$ cat config.mk
export PLATFORM = sky130hd
export DESIGN_NAME = seg7_scan_mux
export DESIGN_NICKNAME = d
export VERILOG_FILES = /design/src/rtl/seg7_pkg.sv /design/src/rtl/bcd_to_7seg.sv /design/src/rtl/seg7_scan_mux.sv
export SDC_FILE = /design/constraint.sdc
export NUM_CORES = 1
export LEC_CHECK = 0
export CORE_UTILIZATION = 50
export CTS_BUF_LIST = sky130_fd_sc_hd__clkbuf_4
export CTS_CLUSTER_DIAMETER = 60
export DETAILED_ROUTE_END_ITERATION = 10
export PLACE_DENSITY = 0.83
export SKIP_CTS_REPAIR_TIMING = 1
export SLEW_MARGIN = 20
export SYNTH_ARGS = -nofsm -noshare
export SYNTH_HDL_FRONTEND = slang
export SYNTH_HIERARCHICAL = 1
export SYNTH_SLANG_ARGS = --single-unit
$ cat constraint.sdc
create_clock -name clk -period 3.1 [get_ports clk]
set_input_delay 0.31 -clock clk [delete_from_list [all_inputs] [get_ports clk]]
set_output_delay 0.31 -clock clk [all_outputs]
set_load 0.1 [all_outputs]
$ cat src/rtl/seg7_pkg.sv
// Shared types, constants and helpers for the 7-segment scan driver.
// Segment vectors are {dp,g,f,e,d,c,b,a} in logical polarity (1 = lit)
// until they pass through pol() on their way to the pins.
package seg7_pkg;

   typedef logic [3:0] bcd_t;

   // Slot phase: anodes are held off while the phase is PH_BLANK.
   typedef enum logic {
      PH_BLANK = 1'b0,
      PH_DRIVE = 1'b1
   } phase_t;

   localparam logic [7:0] SEG_OFF = 8'h00;

   // Map a logical segment vector onto the board's pin polarity.
   function automatic logic [7:0] pol(input logic [7:0] vec, input logic active_low);
      return active_low ? ~vec : vec;
   endfunction

endpackage

$ cat src/rtl/bcd_to_7seg.sv
// Combinational BCD/hex to 7-segment decoder, logical polarity.
// Codes 0xA-0xF produce hex glyphs; bit 7 carries the fixed DP parameter.
module bcd_to_7seg
   import seg7_pkg::*;
#(
   parameter logic DP = 1'b0
) (
   input  bcd_t       bcd,
   output logic [7:0] seg
);

   logic [6:0] glyph;

   // Glyph lookup, segment order {g,f,e,d,c,b,a}.
   always_comb begin
      // NOTE: every output of an always_comb gets a value before the case so no path leaves it unassigned and a latch is never inferred.
      glyph = 7'h00;
      case (bcd)
         4'h0: glyph = 7'h3F;
         4'h1: glyph = 7'h06;
         4'h2: glyph = 7'h5B;
         4'h3: glyph = 7'h4F;
         4'h4: glyph = 7'h66;
         4'h5: glyph = 7'h6D;
         4'h6: glyph = 7'h7D;
         4'h7: glyph = 7'h07;
         4'h8: glyph = 7'h7F;
         4'h9: glyph = 7'h6F;
         4'hA: glyph = 7'h77;
         4'hB: glyph = 7'h7C;
         4'hC: glyph = 7'h39;
         4'hD: glyph = 7'h5E;
         4'hE: glyph = 7'h79;
         4'hF: glyph = 7'h71;
         default: glyph = 7'h00;
      endcase
   end

   assign seg = {DP, glyph};

endmodule

$ cat src/rtl/seg7_scan_mux.sv
// Time-multiplexed N-digit 7-segment driver.
// Digits are snapshotted once per frame, scanned digit 0 first, one digit
// per SCAN_DIV-cycle slot, with BLANK_CYCLES of all-anodes-off at the start
// of every slot. Outputs are registered, one cycle behind tick/idx.
module seg7_scan_mux
   import seg7_pkg::*;
#(
   parameter int   N_DIGITS       = 4,
   parameter int   SCAN_DIV       = 50000,
   parameter int   BLANK_CYCLES   = 500,
   parameter logic LZ_SUPPRESS    = 1'b1,
   parameter logic SEG_ACTIVE_LOW = 1'b1,
   parameter logic AN_ACTIVE_LOW  = 1'b1
) (
   input  logic                  clk,
   input  logic                  rst,
   input  logic [4*N_DIGITS-1:0] bcd_in,
   input  logic [N_DIGITS-1:0]   dp_in,
   input  logic [N_DIGITS-1:0]   blank_in,
   output logic [7:0]            seg,
   output logic [N_DIGITS-1:0]   an,
   output logic                  frame_start
);

   localparam int TW = $clog2(SCAN_DIV);
   localparam int IW = $clog2(N_DIGITS);

   localparam logic [TW-1:0]       TICK_LAST = TW'(SCAN_DIV - 1);
   localparam logic [TW-1:0]       BLANK_END = TW'(BLANK_CYCLES);
   localparam logic [IW-1:0]       IDX_LAST  = IW'(N_DIGITS - 1);
   localparam logic [N_DIGITS-1:0] AN_OFF    = {N_DIGITS{AN_ACTIVE_LOW}};

   logic [TW-1:0]       tick;
   logic [IW-1:0]       idx;
   logic                snap;

   bcd_t                shadow_bcd [N_DIGITS];
   logic [N_DIGITS-1:0] shadow_dp;
   logic [N_DIGITS-1:0] shadow_blank;
   logic [N_DIGITS-1:0] lz_mask;

   phase_t              phase;
   logic                lit;
   bcd_t                cur_bcd;
   logic [7:0]          dec_seg;
   logic [7:0]          seg_next;
   logic [N_DIGITS-1:0] an_next;

   // A new frame begins at the first tick of digit 0.
   assign snap = (tick == '0) && (idx == '0);

   // Slot timer and digit index; idx advances when tick wraps.
   always_ff @(posedge clk or posedge rst) begin
      if (rst) begin
         tick <= '0;
         idx  <= '0;
      end else if (tick == TICK_LAST) begin
         // NOTE: state registers use non-blocking assignment so every flop samples pre-edge values regardless of statement order.
         tick <= '0;
         idx  <= (idx == IDX_LAST) ? '0 : idx + 1'b1;
      end else begin
         tick <= tick + 1'b1;
      end
   end

   // Frame snapshot: inputs are sampled only at frame start, so a display
   // frame never mixes old and new digits.
   always_ff @(posedge clk or posedge rst) begin
      if (rst) begin
         // NOTE: this small register array is flops, not a RAM, so clearing it in the reset branch is cheap and legal.
         for (int k = 0; k < N_DIGITS; k++) shadow_bcd[k] <= '0;
         shadow_dp    <= '0;
         shadow_blank <= '0;
      end else if (snap) begin
         for (int k = 0; k < N_DIGITS; k++) shadow_bcd[k] <= bcd_in[4*k +: 4];
         shadow_dp    <= dp_in;
         shadow_blank <= blank_in;
      end
   end

   // Leading-zero mask: digit k is dark when it and every digit above it is
   // a plain zero (no dp, not blanked). Digit 0 always stays lit.
   always_comb begin : lz_calc
      logic upper_zero;
      upper_zero = 1'b1;
      lz_mask    = '0;
      for (int k = N_DIGITS - 1; k >= 1; k--) begin
         upper_zero = upper_zero && (shadow_bcd[k] == 4'd0) &&
                      !shadow_dp[k] && !shadow_blank[k];
         lz_mask[k] = LZ_SUPPRESS && upper_zero;
      end
   end

   assign cur_bcd = shadow_bcd[idx];

   bcd_to_7seg #(
      .DP (1'b0)
   ) u_dec (
      .bcd (cur_bcd),
      .seg (dec_seg)
   );

   // Next output values in logical polarity: one anode and its glyph, or all off.
   always_comb begin
      phase    = (tick < BLANK_END) ? PH_BLANK : PH_DRIVE;
      lit      = (phase == PH_DRIVE) && !shadow_blank[idx] && !lz_mask[idx];
      an_next  = '0;
      seg_next = SEG_OFF;
      if (lit) begin
         an_next[idx] = 1'b1;
         seg_next     = dec_seg | {shadow_dp[idx], 7'b000_0000};
      end
   end

   // Output registers, polarity-mapped onto the pins.
   always_ff @(posedge clk or posedge rst) begin
      if (rst) begin
         seg         <= pol(SEG_OFF, SEG_ACTIVE_LOW);
         an          <= AN_OFF;
         frame_start <= 1'b0;
      end else begin
         seg         <= pol(seg_next, SEG_ACTIVE_LOW);
         an          <= an_next ^ AN_OFF;
         frame_start <= snap;
      end
   end

endmodule

After elaboration in Yosys (flattened, before gate mapping)
Memories as Yosys holds them, arrays and structs flattened.
Cells that the tools add are included.
{ "word_totals": {"reg_bits": 55, "rom_bits": 112, "input_bits": 26, "output_inout_bits": 13, "wordCells": 65, "memories": 1} }
{ "op_classes": {"addsub": 2, "n_lt_le_gt_ge": 4, "n_eq_ne": 2, "n_mux": 16, "bitwise": 4, "n_reduce_logical": 25} }
{ "memory_table": {"columns": ["memory", "words", "width", "rd", "rd_clocked_by_memory_dff", "write_ports", "line", "source"], "rows": [
  ["(no name shown)", 16, 7, 1, 0, 0, "bcd_to_7seg.sv:18", "case (bcd)"]
]} }
{ "ops": {"columns": ["op", "count"], "rows": [
  ["16-bit by 1-bit adder with 16-bit output (second input constant)", 1],
  ["16-bit equality test (second input constant)", 1],
  ["16-bit zero test", 1],
  ["16-bit by 9-bit less-than comparator with 1-bit output (second input constant)", 1],
  ["16-bit 2-to-1 mux", 1],
  ["1-bit logical AND", 12],
  ["4-bit zero test", 3],
  ["4-bit 2-to-1 mux", 3],
  ["4-bit binary-select mux with 2-bit select", 1],
  ["1-bit zero test", 8],
  ["8-bit 2-to-1 mux", 1],
  ["8-bit inverter", 1],
  ["7-bit by 8-bit OR with 8-bit output", 1],
  ["1-bit binary-select mux with 2-bit select", 3],
  ["1-bit 2-to-1 mux", 5],
  ["4-bit inverter", 1],
  ["3-bit >= comparator (second input constant)", 1],
  ["2-bit by 3-bit less-than comparator with 1-bit output (second input constant)", 1],
  ["2-bit inverter with 3-bit output", 1],
  ["2-bit by 1-bit adder with 2-bit output (second input constant)", 1],
  ["1-bit demux with 2-bit select", 1],
  ["2-bit equality test (second input constant)", 1],
  ["2-bit by 1-bit >= comparator with 1-bit output (second input constant)", 1],
  ["2-bit zero test", 1],
  ["2-bit 2-to-1 mux", 1]
]} }

Longest topological paths before layout
{ "depth": {"ltp_word": 15, "mapped_depth": 7, "ltp_nobuf": 6} }

Modules after synthesis
The synthesis kept the hierarchy.
{ "by_module_without_submodules": {"columns": ["module", "n_inst", "cells_each", "area_per_inst_um2", "seq_area_each_um2"], "rows": [
  ["seg7_scan_mux", 1, 191, 2519.9, 1391.3],
  ["bcd_to_7seg", 1, 35, 299.0, 0.0]
]} }

Worst setup path after synthesis
No wires, ideal clock.
{ "synth_path": {"kind": "register -> register", "start": "register idx[0]", "end": "register shadow_bcd[0] (netlist bit)", "setup_ns": 0.125, "t_arrival_ns": 2.271, "t_required_ns": 2.975, "setup_slack_ns": 0.704, "stages_incl_launch_ff": 8, "path_buffers": 2, "synth_period_minus_slack_ns": 2.396, "cell_sequence": "dfrtp_1 buf_2 inv_1 ha_1 or4bb_1 nor4_4 buf_6 mux2_2"} }
{ "synth_via": {"elab_chain_len": 2} }
{ "synth_lines": {"columns": ["item", "line", "source"], "rows": [
  ["start, declared", "seg7_scan_mux.sv:34", "logic [IW-1:0] idx;"],
  ["start signal, assigned", "seg7_scan_mux.sv:60", "idx <= (idx == IDX_LAST) ? '0 : idx + 1'b1;"],
  ["2-bit zero test", "seg7_scan_mux.sv:50", "assign snap = (tick == '0) && (idx == '0);"],
  ["1-bit logical AND", "seg7_scan_mux.sv:50", null],
  ["end, declared", "seg7_scan_mux.sv:37", "bcd_t shadow_bcd [N_DIGITS];"]
]} }
No other way between the ends.
A chain may end at the register's enable or synchronous reset.

Worst setup path in the final report
{ "layout_path": {"start": "register idx[0]", "end": "register seg[3]"} }
{ "layout_via": {"elab_chain_len": 8, "word_cells_on_any_way": 16, "classes_between": "8 x mux; 3 x bitwise; 4 x reduce/logical; 1 x memory"} }
{ "layout_lines": {"columns": ["item", "line", "source"], "rows": [
  ["2-bit inverter with 3-bit output (implied by the code)", "seg7_scan_mux.sv:94", "assign cur_bcd = shadow_bcd[idx];"],
  ["4-bit binary-select mux with 2-bit select", "seg7_scan_mux.sv:94", null],
  ["4-bit 2-to-1 mux (implied by the code) (2 in series)", "seg7_scan_mux.sv:94", null],
  ["named net cur_bcd[1]", "seg7_scan_mux.sv:44", "bcd_t cur_bcd;"],
  ["memory 16 x 7 bit", null, null],
  ["named net dec_seg[3]", "seg7_scan_mux.sv:45", "logic [7:0] dec_seg;"],
  ["7-bit by 8-bit OR with 8-bit output", "seg7_scan_mux.sv:111", "seg_next = dec_seg | {shadow_dp[idx], 7'b000_0000};"],
  ["8-bit 2-to-1 mux", "seg7_scan_mux.sv:109", "if (lit) begin"],
  ["8-bit inverter", "seg7_pkg.sv:18", "return active_low ? ~vec : vec;"],
  ["end signal, assigned", "seg7_scan_mux.sv:118", "seg <= pol(SEG_OFF, SEG_ACTIVE_LOW);"],
  ["end signal, assigned", "seg7_scan_mux.sv:122", "seg <= pol(seg_next, SEG_ACTIVE_LOW);"],
  ["end, declared", "seg7_scan_mux.sv:20", "output logic [7:0] seg,"]
]} }
The timed path passes the listed nets, and every way through them passes these cells. The select of a mux whose other input is x is not followed.

==> metrics <==
synth warn 6; Switch Pwr 0.2793 mW; critical path required time 3410 ps; Final WS setup 831.4 ps; Setup TNS 0 ps; Top delay family on crit path multiplexers; Post-Synth Simple-Gate Area 14.91%; # IOs 39; sequential area share after synthesis 49.36%; total number of vias 1832; top cells by area, synth dfrtp_1, mux2_2, dfstp_2; Synth cell types 47; Site Rows 26; Antenna diodes 0; CTS HTree Levels 2; root buf cell clkbuf_4; area leader, netlist dfrtp_1; CP max stage delay 590 ps; worst-path maximum fanout 12; Hold Crit Class in -> async; largest net degree at the start of global routing 30; Int Pwr 0.8867 mW; Post-Syn Nets 265; CP most frequent cell inv_1; total die area 0.005942 mm^2; mux contribution to synthesized area 18.38%; detailed placer's ending HPWL 3664 um; TritonCTS clock tree built; Setup WS pre-CTS 876.0 ps; Max clock buf depth 2; EDFF count, synth 0; DIE HEIGHT 77.09 um; pwr/cell area 354.3 mW/mm^2; Placement Cell Area 0.003228 mm^2; sequential share of power 64.0%; Synth Register Bits 55; Nets 305; Final setup viols 0; share of cells above drive strength 1 30.34%; clk_skew 15.71 ps; clock sinks 55; Adder-Cell Fraction of Synth Area 5.770%; sw frac 23.96%; Critical Path Sink Type register; xor/xnor cell area share of the yosys netlist 4.039%; DRC viols 0; worst vdd ir 0.2536 mV; top_reg_cell synth dfrtp_1; Final min period 2269 ps; Synth top area share 38.17%; critical path depth 7; Reg clk slew, reported paths 160 ps; fin crit share 73.18%; Layout Area Growth over Synthesis 16.73%; Port Buf Inserts 38; grt total ovfl 0; worst rel slew slack 35.81%; Synth Instances 226; Synth Area in Compound Gates 2.929%; CP Buf/Inv Count 3; critical path class reg -> reg; Pre-antenna DRT Iters 4; main combinational cell family by area after synthesis multiplexers; Final Hold Vio Count 0; clock share of power 27.3%; Die Wd 77.09 um; top cells by count, synth dfrtp_1, mux2_2, nand3_1; Tot GR Track Use 18.68%; max cap viols 0; outcome finished clean; core box area 0.005270 mm^2; post-layout util 62.44%; insertion delay to the later sink of the worst-skew pair 380 ps; most frequent cell after synthesis dfrtp_1; Initial Utilization 53.49%; fmax 0.4408 GHz; Gate power share 8.7%; Finished Cell Area 0.003291 mm^2; first-pass GRT wire length 8694 um; worst reg2reg path endpoint seg[3]; mapped cell area 0.002819 mm^2; RSZ-0062 raised after global routing no; drt total wl 4861 um; post-route ant nets 0; FF-to-FF setup slack 830 ps; asr flop ratio synth 100.0%; Worst R2R Path Depth 7; number of global-route vias before repair 1872; antenna violations before repair 0; CTS buffer count 5; initial DRC count 75; CP max-delay cell mux4_2; Worst EP arrival 2580 ps; Startpoint Class register; Slew @ Worst Pin 959.9 ps; WL per Instance 14.42 um; Final Slew Violations 0; Via density 5.436; worst path cell trace buf_4 -> mux4_2 -> inv_1 -> ha_1 -> inv_1 -> mux4_1 -> nand3_1; Placer Congestion 0.8360; Lkg Pwr 1.375 nW; syn_area_per_cell 12.47 um^2; R2R Path Start idx[0]
## worst reg2reg max path, delay by kind of cell (launching register included)
| family | cells | cell delay (ps) |
|---|---|---|
| adders and majority gates | 1 | 270 |
| buffers and inverters | 3 | 410 |
| DFF | 1 | 370 |
| muxes | 2 | 1070 |
| and+or+nand+nor | 1 | 80 |
## power groups by stage
stage                     Clock (mW)  Combinational [mW]  Sequential [mW]
after floorplan                    0              0.0600            0.754
after global placement             0              0.0995            0.759
after detailed placement           0               0.103            0.759
after CTS                      0.330               0.103            0.747
after global routing           0.366               0.113            0.750
final                          0.318               0.101            0.747
## stage by stage
| stage | hold slack, ps | power [mW] | cells |
|---|---|---|---|
| final | 291.2 | 1.166 | 337 |
| after global routing | 338.0 | 1.228 | 337 |
| after CTS | 300.2 | 1.180 | 337 |
| after detailed placement | 487.7 | 0.8620 | 329 |
| after global placement | 484.1 | 0.8584 | 329 |
| after floorplan | 461.6 | 0.8142 | 226 |
## how the worst max path moves through the flow
stage / slack, ps / start / to
6_report: 830 / idx[0] / seg[3]
5_1_grt: 690 / idx[0] / seg[3]
4_1_cts: 840 / idx[0] / seg[3]
3_5_place_dp: 880 / idx[1] / shadow_bcd[2]
3_3_place_gp: 880 / idx[0] / shadow_bcd[2]
2_1_floorplan: 700 / idx[0] / shadow_bcd[0]
## layout make-up
class                           instances  area (um^2)
Fill cell                             436         1979
Sequential cell                        55         1391
Multi-Input combinational cell        146         1301
Timing Repair Buffer                   44        395.4
Tap cell                               70        87.58
Inverter                               14        52.55
Clock buffer                            5        37.54
Clock inverter                          3        25.02
## kinds of logic (layout without fill, tap and decap cells)
| logic type | count (synthesis) | after routing |
|---|---|---|
| buf+inv | 25 | 66 |
| compound gates | 11 | 11 |
| other cells | 1 | 1 |
| simple gates | 69 | 69 |
| mux | 39 | 39 |
| xor+xnor | 13 | 13 |
| fa+ha+maj | 13 | 13 |
| flops | 55 | 55 |
## per-layer routing
metal  part of all wire (%)  track usage [%]  wire (um)
met1                     48            26.00       2327
met2                     47            29.91       2284
met3                    3.8            3.214        186
met4                    1.3            5.660         63
met5                      0                0          0
## state kept, by name (all words and copies together), names as in the netlist
name	flops
idx	2
shadow_dp	4
frame_start	1
shadow_blank	4
seg	8
shadow_bcd	16
an	4
tick	16
## cell usage in the layout, fill, tap and decap left out, types with 2 or more instances in the layout
| master | instances |
|---|---|
| mux2_2 | 29 |
| ha_1 | 13 |
| nand4_1 | 6 |
| nand2_1 | 3 |
| mux2i_1 | 3 |
| clkinv_4 | 2 |
| inv_1 | 13 |
| nor3_1 | 5 |
| buf_4 | 18 |
| nor4_4 | 2 |
| dfrtp_1 | 43 |
| or3_1 | 2 |
| clkbuf_4 | 5 |
| mux4_2 | 6 |
| nor2b_1 | 2 |
| clkdlybuf4s50_1 | 26 |
| xnor2_1 | 7 |
| xor2_1 | 6 |
| nor4_1 | 4 |
| and3_1 | 2 |
| a21oi_1 | 3 |
| nand3_1 | 15 |
| nor2_1 | 14 |
| and4_1 | 2 |
| dfstp_2 | 12 |
No activity file was read; power rests on OpenSTA's default activity.
